File: src/rtl/fir_pkg.sv
// Shared definitions for the FIR control block: register offsets, ap_ctrl bit
// positions, sequencer states and the value returned for blocked tap reads.
package fir_pkg;

    localparam int unsigned REG_AP_CTRL  = 32'h00;
    localparam int unsigned REG_IRQ      = 32'h04;
    localparam int unsigned REG_DATA_LEN = 32'h10;
    localparam int unsigned REG_TAP_BASE = 32'h20;

    localparam int unsigned AP_START_BIT = 0;
    localparam int unsigned AP_DONE_BIT  = 1;
    localparam int unsigned AP_IDLE_BIT  = 2;

    localparam logic [31:0] TAP_BLOCKED_VAL = 32'hFFFF_FFFF;

    typedef enum logic [1:0] {
        ST_IDLE = 2'd0,
        ST_RUN  = 2'd1,
        ST_DONE = 2'd2
    } fir_state_e;

    // ap_ctrl read value as a function of the sequencer state
    function automatic logic [31:0] ap_ctrl_val(input fir_state_e s);
        logic [31:0] v;
        v = '0;
        case (s)
            ST_IDLE: v[AP_IDLE_BIT] = 1'b1;
            ST_DONE: v[AP_DONE_BIT] = 1'b1;
            default: v = '0;
        endcase
        return v;
    endfunction

endpackage

File: src/rtl/fir_ctrl_axil.sv
// AXI-Lite slave front end: write/read handshakes, decoded strobes for the
// register file, and the rvalid/rdata hold until rready.
module fir_ctrl_axil
    import fir_pkg::*;
#(
    parameter int unsigned pADDR_WIDTH = 12,
    parameter int unsigned pDATA_WIDTH = 32
) (
    input  logic                   axis_clk,
    input  logic                   axis_rst_n,
    input  logic                   awvalid,
    output logic                   awready,
    input  logic [pADDR_WIDTH-1:0] awaddr,
    input  logic                   wvalid,
    output logic                   wready,
    input  logic [pDATA_WIDTH-1:0] wdata,
    input  logic                   arvalid,
    output logic                   arready,
    input  logic [pADDR_WIDTH-1:0] araddr,
    output logic                   rvalid,
    input  logic                   rready,
    output logic [pDATA_WIDTH-1:0] rdata,
    input  logic [pDATA_WIDTH-1:0] i_tap_Do,
    input  logic [pDATA_WIDTH-1:0] i_rd_data,
    input  logic                   i_rd_bram,
    output logic                   o_wr_en_c,
    output logic [pADDR_WIDTH-1:0] o_wr_addr_c,
    output logic [pDATA_WIDTH-1:0] o_wdata_c,
    output logic                   o_rd_go_c,
    output logic [pADDR_WIDTH-1:0] o_rd_go_addr_c,
    output logic                   o_rd_en_c,
    output logic [pADDR_WIDTH-1:0] o_rd_addr,
    output logic                   o_rd_done_c
);

    logic                   r_awready;
    logic                   r_arready;
    logic                   r_rvalid;
    logic                   r_rd_bram;
    logic [pDATA_WIDTH-1:0] r_rdata;
    logic [pADDR_WIDTH-1:0] r_rd_addr;
    logic                   w_wr_go;

    // A pending or just-accepted write holds off the read grant so the tap
    // write reaches the BRAM before the read address does.
    assign w_wr_go        = awvalid && wvalid && !r_awready;
    assign o_wr_en_c      = r_awready && awvalid && wvalid;
    assign o_wr_addr_c    = awaddr;
    assign o_wdata_c      = wdata;
    assign o_rd_go_c      = arvalid && !r_arready && !r_rvalid && !w_wr_go && !o_wr_en_c;
    assign o_rd_go_addr_c = araddr;
    assign o_rd_en_c      = r_arready && arvalid;
    assign o_rd_addr      = r_rd_addr;
    assign o_rd_done_c    = r_rvalid && rready;

    always_ff @(posedge axis_clk or negedge axis_rst_n) begin
        if (!axis_rst_n) begin
            r_awready <= 1'b0;
            r_arready <= 1'b0;
            r_rvalid  <= 1'b0;
            r_rd_bram <= 1'b0;
            r_rdata   <= '0;
            r_rd_addr <= '0;
        end else begin
            r_awready <= w_wr_go;
            r_arready <= o_rd_go_c;
            if (o_rd_go_c) begin
                r_rd_addr <= araddr;
            end
            if (o_rd_en_c) begin
                r_rvalid  <= 1'b1;
                r_rdata   <= i_rd_data;
                r_rd_bram <= i_rd_bram;
            end else begin
                // BRAM data is live for one cycle only; capture it for the hold
                if (r_rd_bram) begin
                    r_rdata   <= i_tap_Do;
                    r_rd_bram <= 1'b0;
                end
                if (o_rd_done_c) begin
                    r_rvalid <= 1'b0;
                end
            end
        end
    end

    assign awready = r_awready;
    assign wready  = r_awready;
    assign arready = r_arready;
    assign rvalid  = r_rvalid;
    assign rdata   = r_rd_bram ? i_tap_Do : r_rdata;

endmodule

File: src/rtl/fir_ctrl.sv
// FIR control/status block: register map, run sequencer and tap BRAM port
// ownership. Define FIR_CTRL_IRQ_EN to add the irq port and register 0x04.
module fir_ctrl
    import fir_pkg::*;
#(
    parameter int unsigned pADDR_WIDTH = 12,
    parameter int unsigned pDATA_WIDTH = 32,
    parameter int unsigned Tape_Num    = 11
) (
    input  logic                   axis_clk,
    input  logic                   axis_rst_n,
    input  logic                   awvalid,
    output logic                   awready,
    input  logic [pADDR_WIDTH-1:0] awaddr,
    input  logic                   wvalid,
    output logic                   wready,
    input  logic [pDATA_WIDTH-1:0] wdata,
    input  logic                   arvalid,
    output logic                   arready,
    input  logic [pADDR_WIDTH-1:0] araddr,
    output logic                   rvalid,
    input  logic                   rready,
    output logic [pDATA_WIDTH-1:0] rdata,
    output logic [3:0]             tap_WE,
    output logic                   tap_EN,
    output logic [pDATA_WIDTH-1:0] tap_Di,
    output logic [pADDR_WIDTH-1:0] tap_A,
    input  logic [pDATA_WIDTH-1:0] tap_Do,
    input  logic [pADDR_WIDTH-1:0] eng_tap_A,
    output logic                   eng_start,
    output logic                   eng_busy,
    input  logic                   out_beat,
    output logic                   out_last
`ifdef FIR_CTRL_IRQ_EN
    ,
    output logic                   irq
`endif
);

    localparam int unsigned TAP_END = REG_TAP_BASE + 4 * Tape_Num;

    logic                   w_wr_en, w_rd_go, w_rd_en, w_rd_done, w_rd_bram;
    logic [pADDR_WIDTH-1:0] w_wr_addr, w_rd_go_addr, w_rd_addr;
    logic [pDATA_WIDTH-1:0] w_wdata, w_rd_data;
    logic                   w_wr_tap, w_rd_go_tap, w_rd_tap;
    logic                   w_start_req, w_last_cnt, w_run, w_out_last;
    fir_state_e             r_state, w_state_next;
    logic [31:0]            r_data_len, r_out_cnt;
    logic                   r_eng_start, r_tap_we;
    logic [pADDR_WIDTH-1:0] r_tap_A;
    logic [pDATA_WIDTH-1:0] r_tap_Di;

    fir_ctrl_axil #(
        .pADDR_WIDTH (pADDR_WIDTH),
        .pDATA_WIDTH (pDATA_WIDTH)
    ) u_axil (
        .axis_clk       (axis_clk),
        .axis_rst_n     (axis_rst_n),
        .awvalid        (awvalid),
        .awready        (awready),
        .awaddr         (awaddr),
        .wvalid         (wvalid),
        .wready         (wready),
        .wdata          (wdata),
        .arvalid        (arvalid),
        .arready        (arready),
        .araddr         (araddr),
        .rvalid         (rvalid),
        .rready         (rready),
        .rdata          (rdata),
        .i_tap_Do       (tap_Do),
        .i_rd_data      (w_rd_data),
        .i_rd_bram      (w_rd_bram),
        .o_wr_en_c      (w_wr_en),
        .o_wr_addr_c    (w_wr_addr),
        .o_wdata_c      (w_wdata),
        .o_rd_go_c      (w_rd_go),
        .o_rd_go_addr_c (w_rd_go_addr),
        .o_rd_en_c      (w_rd_en),
        .o_rd_addr      (w_rd_addr),
        .o_rd_done_c    (w_rd_done)
    );

    assign w_wr_tap    = (32'(w_wr_addr) >= REG_TAP_BASE) && (32'(w_wr_addr) < TAP_END);
    assign w_rd_go_tap = (32'(w_rd_go_addr) >= REG_TAP_BASE) && (32'(w_rd_go_addr) < TAP_END);
    assign w_rd_tap    = (32'(w_rd_addr) >= REG_TAP_BASE) && (32'(w_rd_addr) < TAP_END);
    assign w_start_req = w_wr_en && (w_wr_addr == pADDR_WIDTH'(REG_AP_CTRL))
                         && w_wdata[AP_START_BIT] && (r_data_len != 32'd0);
    assign w_last_cnt  = (r_out_cnt == r_data_len - 32'd1);

    always_ff @(posedge axis_clk or negedge axis_rst_n) begin
        if (!axis_rst_n) begin
            r_state <= ST_IDLE;
        end else begin
            r_state <= w_state_next;
        end
    end

    // Next state; a start request from DONE goes straight back to RUN
    always_comb begin
        w_state_next = r_state;
        case (r_state)
            ST_IDLE: if (w_start_req) w_state_next = ST_RUN;
            ST_RUN:  if (out_beat && w_last_cnt) w_state_next = ST_DONE;
            ST_DONE: begin
                if (w_start_req) begin
                    w_state_next = ST_RUN;
                end else if (w_rd_done && (w_rd_addr == pADDR_WIDTH'(REG_AP_CTRL))) begin
                    w_state_next = ST_IDLE;
                end
            end
            default: w_state_next = ST_IDLE;
        endcase
    end

`ifdef FIR_CTRL_IRQ_EN
    logic r_ie, r_isr, r_irq;
    logic w_ie_next, w_isr_next;

    always_comb begin
        w_ie_next  = r_ie;
        w_isr_next = r_isr;
        if (w_wr_en && (w_wr_addr == pADDR_WIDTH'(REG_IRQ))) begin
            w_ie_next = w_wdata[0];
            if (w_wdata[1]) w_isr_next = 1'b0;
        end
        if ((r_state == ST_RUN) && (w_state_next == ST_DONE)) w_isr_next = 1'b1;
    end

    always_ff @(posedge axis_clk or negedge axis_rst_n) begin
        if (!axis_rst_n) begin
            r_ie  <= 1'b0;
            r_isr <= 1'b0;
            r_irq <= 1'b0;
        end else begin
            r_ie  <= w_ie_next;
            r_isr <= w_isr_next;
            r_irq <= w_ie_next && w_isr_next;
        end
    end

    assign irq = r_irq;
`endif

    // Status decode and register read mux
    always_comb begin
        w_run      = (r_state == ST_RUN);
        w_out_last = w_run && w_last_cnt;
        w_rd_data  = '0;
        w_rd_bram  = 1'b0;
        if (w_rd_addr == pADDR_WIDTH'(REG_AP_CTRL)) begin
            w_rd_data = pDATA_WIDTH'(ap_ctrl_val(r_state));
        end else if (w_rd_addr == pADDR_WIDTH'(REG_DATA_LEN)) begin
            w_rd_data = pDATA_WIDTH'(r_data_len);
`ifdef FIR_CTRL_IRQ_EN
        end else if (w_rd_addr == pADDR_WIDTH'(REG_IRQ)) begin
            w_rd_data = pDATA_WIDTH'({r_isr, r_ie});
`endif
        end else if (w_rd_tap) begin
            if (w_run) begin
                w_rd_data = pDATA_WIDTH'(TAP_BLOCKED_VAL);
            end else begin
                w_rd_bram = 1'b1;
            end
        end
    end

    always_ff @(posedge axis_clk or negedge axis_rst_n) begin
        if (!axis_rst_n) begin
            r_eng_start <= 1'b0;
            r_out_cnt   <= '0;
            r_data_len  <= '0;
            r_tap_we    <= 1'b0;
            r_tap_A     <= '0;
            r_tap_Di    <= '0;
        end else begin
            r_eng_start <= (r_state != ST_RUN) && (w_state_next == ST_RUN);
            if ((r_state != ST_RUN) && (w_state_next == ST_RUN)) begin
                r_out_cnt <= '0;
            end else if (w_run && out_beat) begin
                r_out_cnt <= r_out_cnt + 32'd1;
            end
            if (w_wr_en && (w_wr_addr == pADDR_WIDTH'(REG_DATA_LEN)) && !w_run) begin
                r_data_len <= 32'(w_wdata);
            end
            r_tap_we <= w_wr_en && w_wr_tap && !w_run;
            if (w_wr_en && w_wr_tap) begin
                r_tap_A  <= w_wr_addr - pADDR_WIDTH'(REG_TAP_BASE);
                r_tap_Di <= w_wdata;
            end else if (w_rd_go && w_rd_go_tap) begin
                r_tap_A <= w_rd_go_addr - pADDR_WIDTH'(REG_TAP_BASE);
            end
        end
    end

    // The engine owns the tap port for the whole run
    assign tap_EN    = 1'b1;
    assign tap_WE    = (r_tap_we && !w_run) ? 4'hF : 4'h0;
    assign tap_A     = w_run ? eng_tap_A : r_tap_A;
    assign tap_Di    = r_tap_Di;
    assign eng_start = r_eng_start;
    assign eng_busy  = w_run;
    assign out_last  = w_out_last;

endmodule

File: config.mk
export PLATFORM = sky130hd
export DESIGN_NAME = fir_ctrl
export DESIGN_NICKNAME = d
export VERILOG_FILES = /design/src/rtl/fir_pkg.sv /design/src/rtl/fir_ctrl_axil.sv /design/src/rtl/fir_ctrl.sv
export SDC_FILE = /design/constraint.sdc
export NUM_CORES = 1
export LEC_CHECK = 0
export BUFFER_PORTS_ARGS = -buffer_cell sky130_fd_sc_hd__buf_2
export CELL_PAD_IN_SITES_DETAIL_PLACEMENT = 1
export CELL_PAD_IN_SITES_GLOBAL_PLACEMENT = 2
export CORE_MARGIN = 5
export CORE_UTILIZATION = 30
export DETAILED_ROUTE_END_ITERATION = 8
export PLACE_DENSITY_LB_ADDON = 0.3
export SLEW_MARGIN = 20
export SYNTH_ARGS = -nofsm -noshare
export SYNTH_HDL_FRONTEND = slang
export SYNTH_SLANG_ARGS = --single-unit
File: constraint.sdc
create_clock -name axis_clk -period 2.9 [get_ports axis_clk]
set_input_delay 0.29 -clock axis_clk [delete_from_list [all_inputs] [get_ports axis_clk]]
set_output_delay 0.29 -clock axis_clk [all_outputs]
set_load 0.01 [all_outputs]
After elaboration in Yosys (flattened, before gate mapping). Index checks and enable logic that the tools add are counted. W data, S select, Z words.

$add $sub $neg: 4. Multipliers: 0. Divide/modulo/power cells: 0. $lt $le $gt $ge: 6. Eq/ne operators: 7. Shifts and indexed selects: 0. Muxes and demuxes: 26. Bitwise operators: 0. Reduce and logical (&&, ||, !) cells: 40.

Operators with widths (count): $mux W32 (8); $ge A12 B6 Y1 const B (3); $lt A12 B7 Y1 const B (3); $mux W12 (3); $add A32 B1 Y32 const B (1); $eq A32 B32 Y1 (1); $reduce_bool A32 Y1 (1); $sub A32 B1 Y32 const B (1); $logic_and A1 B1 Y1 (27); $eq A12 B5 Y1 const B (2); $logic_not A12 Y1 (2); $sub A12 B6 Y12 const B (2); $mux W1 (9); $mux W2 (4); $logic_not A1 Y1 (6); $pmux W2 S3 (1); $reduce_bool A2 Y1 (3); $eq A2 B1 Y1 const B (2); $mux W4 (1); $eq A2 B2 Y1 const B (1); $logic_not A2 Y1 (1); $ne A2 B1 Y1 const B (1).

Register bits: 160. Bits in latches: 0. Bits in writable memories: 0. Bits in read-only memories: 0. Bits of input ports: 107. Word-level logic and storage cells: 96. Memories: 0.

Depth between registers and ports, before layout.
Word-level depth: 10. Depth in mapped cells: 11. Gate-level depth less buffers: 10.

Modules after synthesis. A second synthesis with hierarchy kept.

Cells, all modules: 871. Area total of the unflattened synthesis: 9359.0 µm².

Modules (own cells, without submodules): fir_ctrl (times used 1, cells an instance 670, area each 6603.8 µm²); fir_ctrl_axil (times used 1, cells an instance 201, area each 2755.1 µm²).

Least setup slack after synthesis. OpenSTA, ideal clock, no wires.

Kind: flip-flop to output port. Start: register r_data_len[0]. End: output port out_last. Data arrival time: 2.518 ns. Setup slack: 0.092 ns. Cell stages (with the launch flop): 11. Cells stage by stage: dfrtp_1 > clkbuf_1 > inv_1 > ha_1 > nor4b_4 > nand2_2 > or3_1 > a221oi_2 > nand4_1 > nor4_2 > and4_2.

Word-level cells in the longest chain between the ends: 3.

RTL lines: start: declaration (line fir_ctrl.sv:48) `logic [31:0] r_data_len, r_out_cnt;`; start signal: assignment (line fir_ctrl.sv:184) `r_data_len <= 32'(w_wdata);`; $sub A32 B1 Y32 (line fir_ctrl.sv:89) `assign w_last_cnt = (r_out_cnt == r_data_len - 32'd1);`; $eq A32 B32 Y1 (line fir_ctrl.sv:89); $logic_and A1 B1 Y1 (line fir_ctrl.sv:148) `w_out_last = w_run && w_last_cnt;`; end: declaration (line fir_ctrl.sv:33) `output logic out_last`.

No other way between the ends.

Worst setup path in the final report.
Start: register r_data_len[22]. End: output port out_last.

The elaborated chain is that of the path after synthesis.

==> flow_summary_export.csv <==
group,metric,value,unit
setup_path,critPathArrivalTime,2890,ps
setup_path,setup.worst_path.class,"flop to output port",
yosys,post_synth_edffs,0,
detailed_routing,met2RoutedLength,12200,µm
final_layout,count_of_filler_cells_inserted_in_the_layout,3257,
floorplan,start_util,0.306,
clock_network,clockRootBuffer,"sky130_fd_sc_hd__clkbuf_16",
pwr,static-leakage-power,5.52,nW
clock_network,buffer_depth_of_the_longest_clock_path,2,
floorplan,rows,61,
setup_path,critPathBufInv,1,
final_layout,layout.nets,1184,
clock_network,tritoncts_num_sinks,160,
setup_path,cp_top_family,"simple AND/OR/NAND/NOR gates",
global_route,initial_antenna_violation_count,1,
setup_path,critPathMaxStageDelay,560,ps
global_route,grt_start_max_net_pins,76,
floorplan,chipHeight,179,µm
global_route,first_global_vias,7568,
setup_path,critical_path.startpoint_type,"flop",
floorplan,ioPinCount,195,
floorplan,fp.dieArea,0.0320,mm²
floorplan,dieWidth,179,µm
setup_path,crit_path_end_kind,"output port",
yosys,yosysTopAreaCellShare,0.468,
yosys,post_synth_instance_area,0.00855,mm²
detailed_routing,wl_met1,13300,µm
yosys,syn_inst,873,
timing,unrepaired_setup_endpoints_after_global_routing,"true",
run_status,failed_checks,"setup timing",
placement,hpwl,20700,µm
yosys,synthTopCellsByCount,"sky130_fd_sc_hd__dfrtp_1, sky130_fd_sc_hd__nand2_1, sky130_fd_sc_hd__mux2_2, sky130_fd_sc_hd__nor2_1, sky130_fd_sc_hd__o21ai_0",
yosys,synth_seq_area_share,0.468,
timing,finalSetupViolations,1,
pwr,power_per_cell_area,477,mW/mm²
timing,layout_setup_ws,-279,ps
hold_path,hold_depth,3,
yosys,synthDistinctLibCells,61,
yosys,postSynthAreaPerCell,9.80,µm²
timing,fmaxAchievable,315,MHz
detailed_routing,drtIter0Drc,334,
yosys,synth_flop_cell,"sky130_fd_sc_hd__dfrtp_1",
timing,timing.slew.headroom,0.481,
setup_path,critical_path_depth,7,
detailed_routing,postRouteWirelength,27500,µm
clock_network,tritoncts,"done",
timing,finClkSkew,11.7,ps
detailed_routing,drc,0,
final_layout,multi_input_gate_area_in_the_final_layout,0.00420,mm²
run_status,status,"finished, violations left",
yosys,ys_top_cells_by_area,"sky130_fd_sc_hd__dfrtp_1, sky130_fd_sc_hd__mux2_2, sky130_fd_sc_hd__nand2_1, sky130_fd_sc_hd__xor2_1, sky130_fd_sc_hd__o21ai_0",
clock_network,htree_num_levels,4,
floorplan,core,0.0279,mm²
placement,port_buffers,193,
yosys,synth-warning-count,0,
timing,finalCritPeriodShare,1.10,
final_layout,layout.area.seq,0.00401,mm²
placement,routabilityCongestion,0.861,
final_layout,p_r_area_growth_vs_syn,25.1,%
hold_path,hold_path_class,"input pin to flop",
final_layout,diodes,0,
detailed_routing,via_count,7099,
placement,place_ws,23.9,ps
timing,fin_crit,3180,ps
clock_network,tritoncts.num_buffers,17,
setup_path,slowest_stage_cell_on_the_critical_path,"sky130_fd_sc_hd__or4_4",
setup_path,critical_path.cell_chain,"or4_4 > or4_1 > o21ai_0 > a41oi_1 > nor4_2 > and4_2 > buf_6",
global_route,groute.usage.overall,0.175,
detailed_routing,post_dr_vias_cell,4.85,
global_route,grt_first_pass_wirelength,43600,µm
yosys,most_used_standard_cell_by_instance_count_after_synthesis,"sky130_fd_sc_hd__dfrtp_1",
detailed_routing,route.detailed.wl_per_inst,18.8,µm
detailed_routing,route.met3.wl,1570,µm
setup_path,cp_data_required_time,2610,ps
clock_network,clkSlewWorstSetupHoldPaths,70,ps
setup_path,worstPathMaxFanout,4,
yosys,post_synthesis_net_count,985,
setup_path,reg2reg_depth,9,
pwr,total_power,5.11,mW
detailed_routing,detailedRoute.firstPassIterationCount,4,
yosys,yosys.area.top_type,"sky130_fd_sc_hd__dfrtp_1",
timing,slew_viol_final,0,
job,drv_cap,0,
yosys,postSynth.asyncResetShare,1.00,
yosys,yosys_register_bits,160,
detailed_routing,final_antenna_net_count,0,
pwr,vdd_ir_drop_max,285,µV
clock_network,clock_insertion_delay_worst_skew,430,ps
timing,worst-slew-pin-transition,779,ps
timing,hold_viol,0,
final_layout,layout_cell_share_with_drive_strength_beyond_1,0.364,
detailed_routing,top_layer,"met5",
global_route,globalRoute.totalOverflow,0,
==> worst min-delay path, stage by stage <==
cell and delay (ps):
sky130_fd_sc_hd__buf_2 90, sky130_fd_sc_hd__nand2_1 50, sky130_fd_sc_hd__nand2_1 50
==> state kept, by name, indices dropped and copies added (netlist names) <==
name / count
u_axil.r_rdata: 32
u_axil.arready: 1
u_axil.r_rd_bram: 1
tap_Di: 32
u_axil.rvalid: 1
eng_start: 1
r_tap_A: 12
u_axil.awready: 1
r_state: 2
r_tap_we: 1
r_out_cnt: 32
u_axil.o_rd_addr: 12
r_data_len: 32
==> report_power, final <==
part / internal [mW] / switching, mW / total, mW / leakage, nW
logic: 0.199 / 0.276 / 0.475 / 3.05
registers: 2.32 / 0.0566 / 2.38 / 2.18
clock network: 1.25 / 1.01 / 2.25 / 0.289
total: 3.77 / 1.34 / 5.11 / 5.52
==> layout make-up <==
type                            instances  share of cell area
Inverter                               17             0.00596
Multi-Input combinational cell        634               0.392
Timing Repair Buffer                  242               0.130
Clock inverter                         13              0.0116
Sequential cell                       160               0.374
Tap cell                              378              0.0442
Clock buffer                           19              0.0423
==> logic make-up (layout without fill, tap and decap cells) <==
family | count (synthesis) | count (layout) | share of synthesized area
buffers and inverters | 79 | 291 | 0.0461
other | 1 | 1 | 0.000438
xor gates and xnor gates | 72 | 72 | 0.0737
DFF | 160 | 160 | 0.468
adders and majority gates | 5 | 5 | 0.00731
muxes | 98 | 98 | 0.129
AOI/OAI and AO/OA | 128 | 128 | 0.0884
and+or+nand+nor | 330 | 330 | 0.187
==> metal layers <==
metal  GRT usage  vias up
met4      0.0457        2
li1            -     3410
met5           0        -
met3      0.0365       28
met1       0.251     3466
met2       0.270      193
==> stage by stage <==
stage,setup TNS (ps),cells,utilization,hold slack (ps),instance area (µm²)
3_3_place_gp,0,1427,0.360,403,10100
4_1_cts,-319,1462,0.383,56.6,10700
5_1_grt,-419,1463,0.383,66.4,10700
2_1_floorplan,0,873,-,-5.59,8550
6_report,-279,1463,0.383,72.6,10700
3_5_place_dp,0,1427,0.360,402,10100
==> worst paths after layout <==
kind / from / end / slack, ps
min: araddr[10] / u_axil.o_rd_addr[10] / 70
min reg2reg: u_axil.o_rd_addr[7] / u_axil.o_rd_addr[7] / 470
min in group asynchronous: axis_rst_n / u_axil.r_rdata[7] / 470
max reg2reg: r_state[1] / r_out_cnt[28] / 330
max: r_data_len[22] / out_last / -280
max in group asynchronous: axis_rst_n / u_axil.r_rdata[15] / 1660
==> cell usage in the layout, fill, tap and decap left out, types with 3 or more instances in the layout <==
| master | netlist | final |
|---|---|---|
| sky130_fd_sc_hd__mux2_2 | 96 | 96 |
| sky130_fd_sc_hd__nor2_1 | 63 | 62 |
| sky130_fd_sc_hd__a21oi_1 | 39 | 38 |
| sky130_fd_sc_hd__xor2_1 | 49 | 49 |
| sky130_fd_sc_hd__inv_6 | 0 | 6 |
| sky130_fd_sc_hd__and3_1 | 13 | 13 |
| sky130_fd_sc_hd__and2_1 | 5 | 5 |
| sky130_fd_sc_hd__a31oi_1 | 3 | 3 |
| sky130_fd_sc_hd__o41ai_1 | 3 | 3 |
| sky130_fd_sc_hd__nor4_2 | 3 | 4 |
| sky130_fd_sc_hd__dfrtp_1 | 160 | 159 |
| sky130_fd_sc_hd__nand4_1 | 17 | 17 |
| sky130_fd_sc_hd__nand3_1 | 17 | 17 |
| sky130_fd_sc_hd__or3_1 | 4 | 4 |
| sky130_fd_sc_hd__clkbuf_16 | 0 | 17 |
| sky130_fd_sc_hd__ha_1 | 5 | 4 |
| sky130_fd_sc_hd__o21ai_0 | 52 | 51 |
| sky130_fd_sc_hd__nor4_1 | 15 | 14 |
| sky130_fd_sc_hd__a22oi_1 | 6 | 6 |
| sky130_fd_sc_hd__nand2_1 | 148 | 148 |
| sky130_fd_sc_hd__xnor2_1 | 23 | 23 |
| sky130_fd_sc_hd__nand2b_1 | 3 | 3 |
| sky130_fd_sc_hd__nor2b_1 | 4 | 4 |
| sky130_fd_sc_hd__nor3_1 | 12 | 12 |
| sky130_fd_sc_hd__or4_1 | 10 | 9 |
| sky130_fd_sc_hd__a21o_1 | 6 | 6 |
| sky130_fd_sc_hd__inv_1 | 17 | 15 |
| sky130_fd_sc_hd__clkinv_2 | 0 | 3 |
| sky130_fd_sc_hd__clkinv_4 | 0 | 3 |
| sky130_fd_sc_hd__buf_12 | 0 | 3 |
| sky130_fd_sc_hd__buf_4 | 8 | 45 |
| sky130_fd_sc_hd__buf_2 | 6 | 191 |
==> what timing repair did <==
item | 4_1_cts | 5_1_grt
setup buffers | 2 | 1
resized for setup | 10 | 2
endpoints found under the setup margin | 1 | 1
hold buffers | 1 | 0
pin swaps | 6 | 4
hold endpoints to repair | 72 | 0
Power figures use the tool's default switching activity.
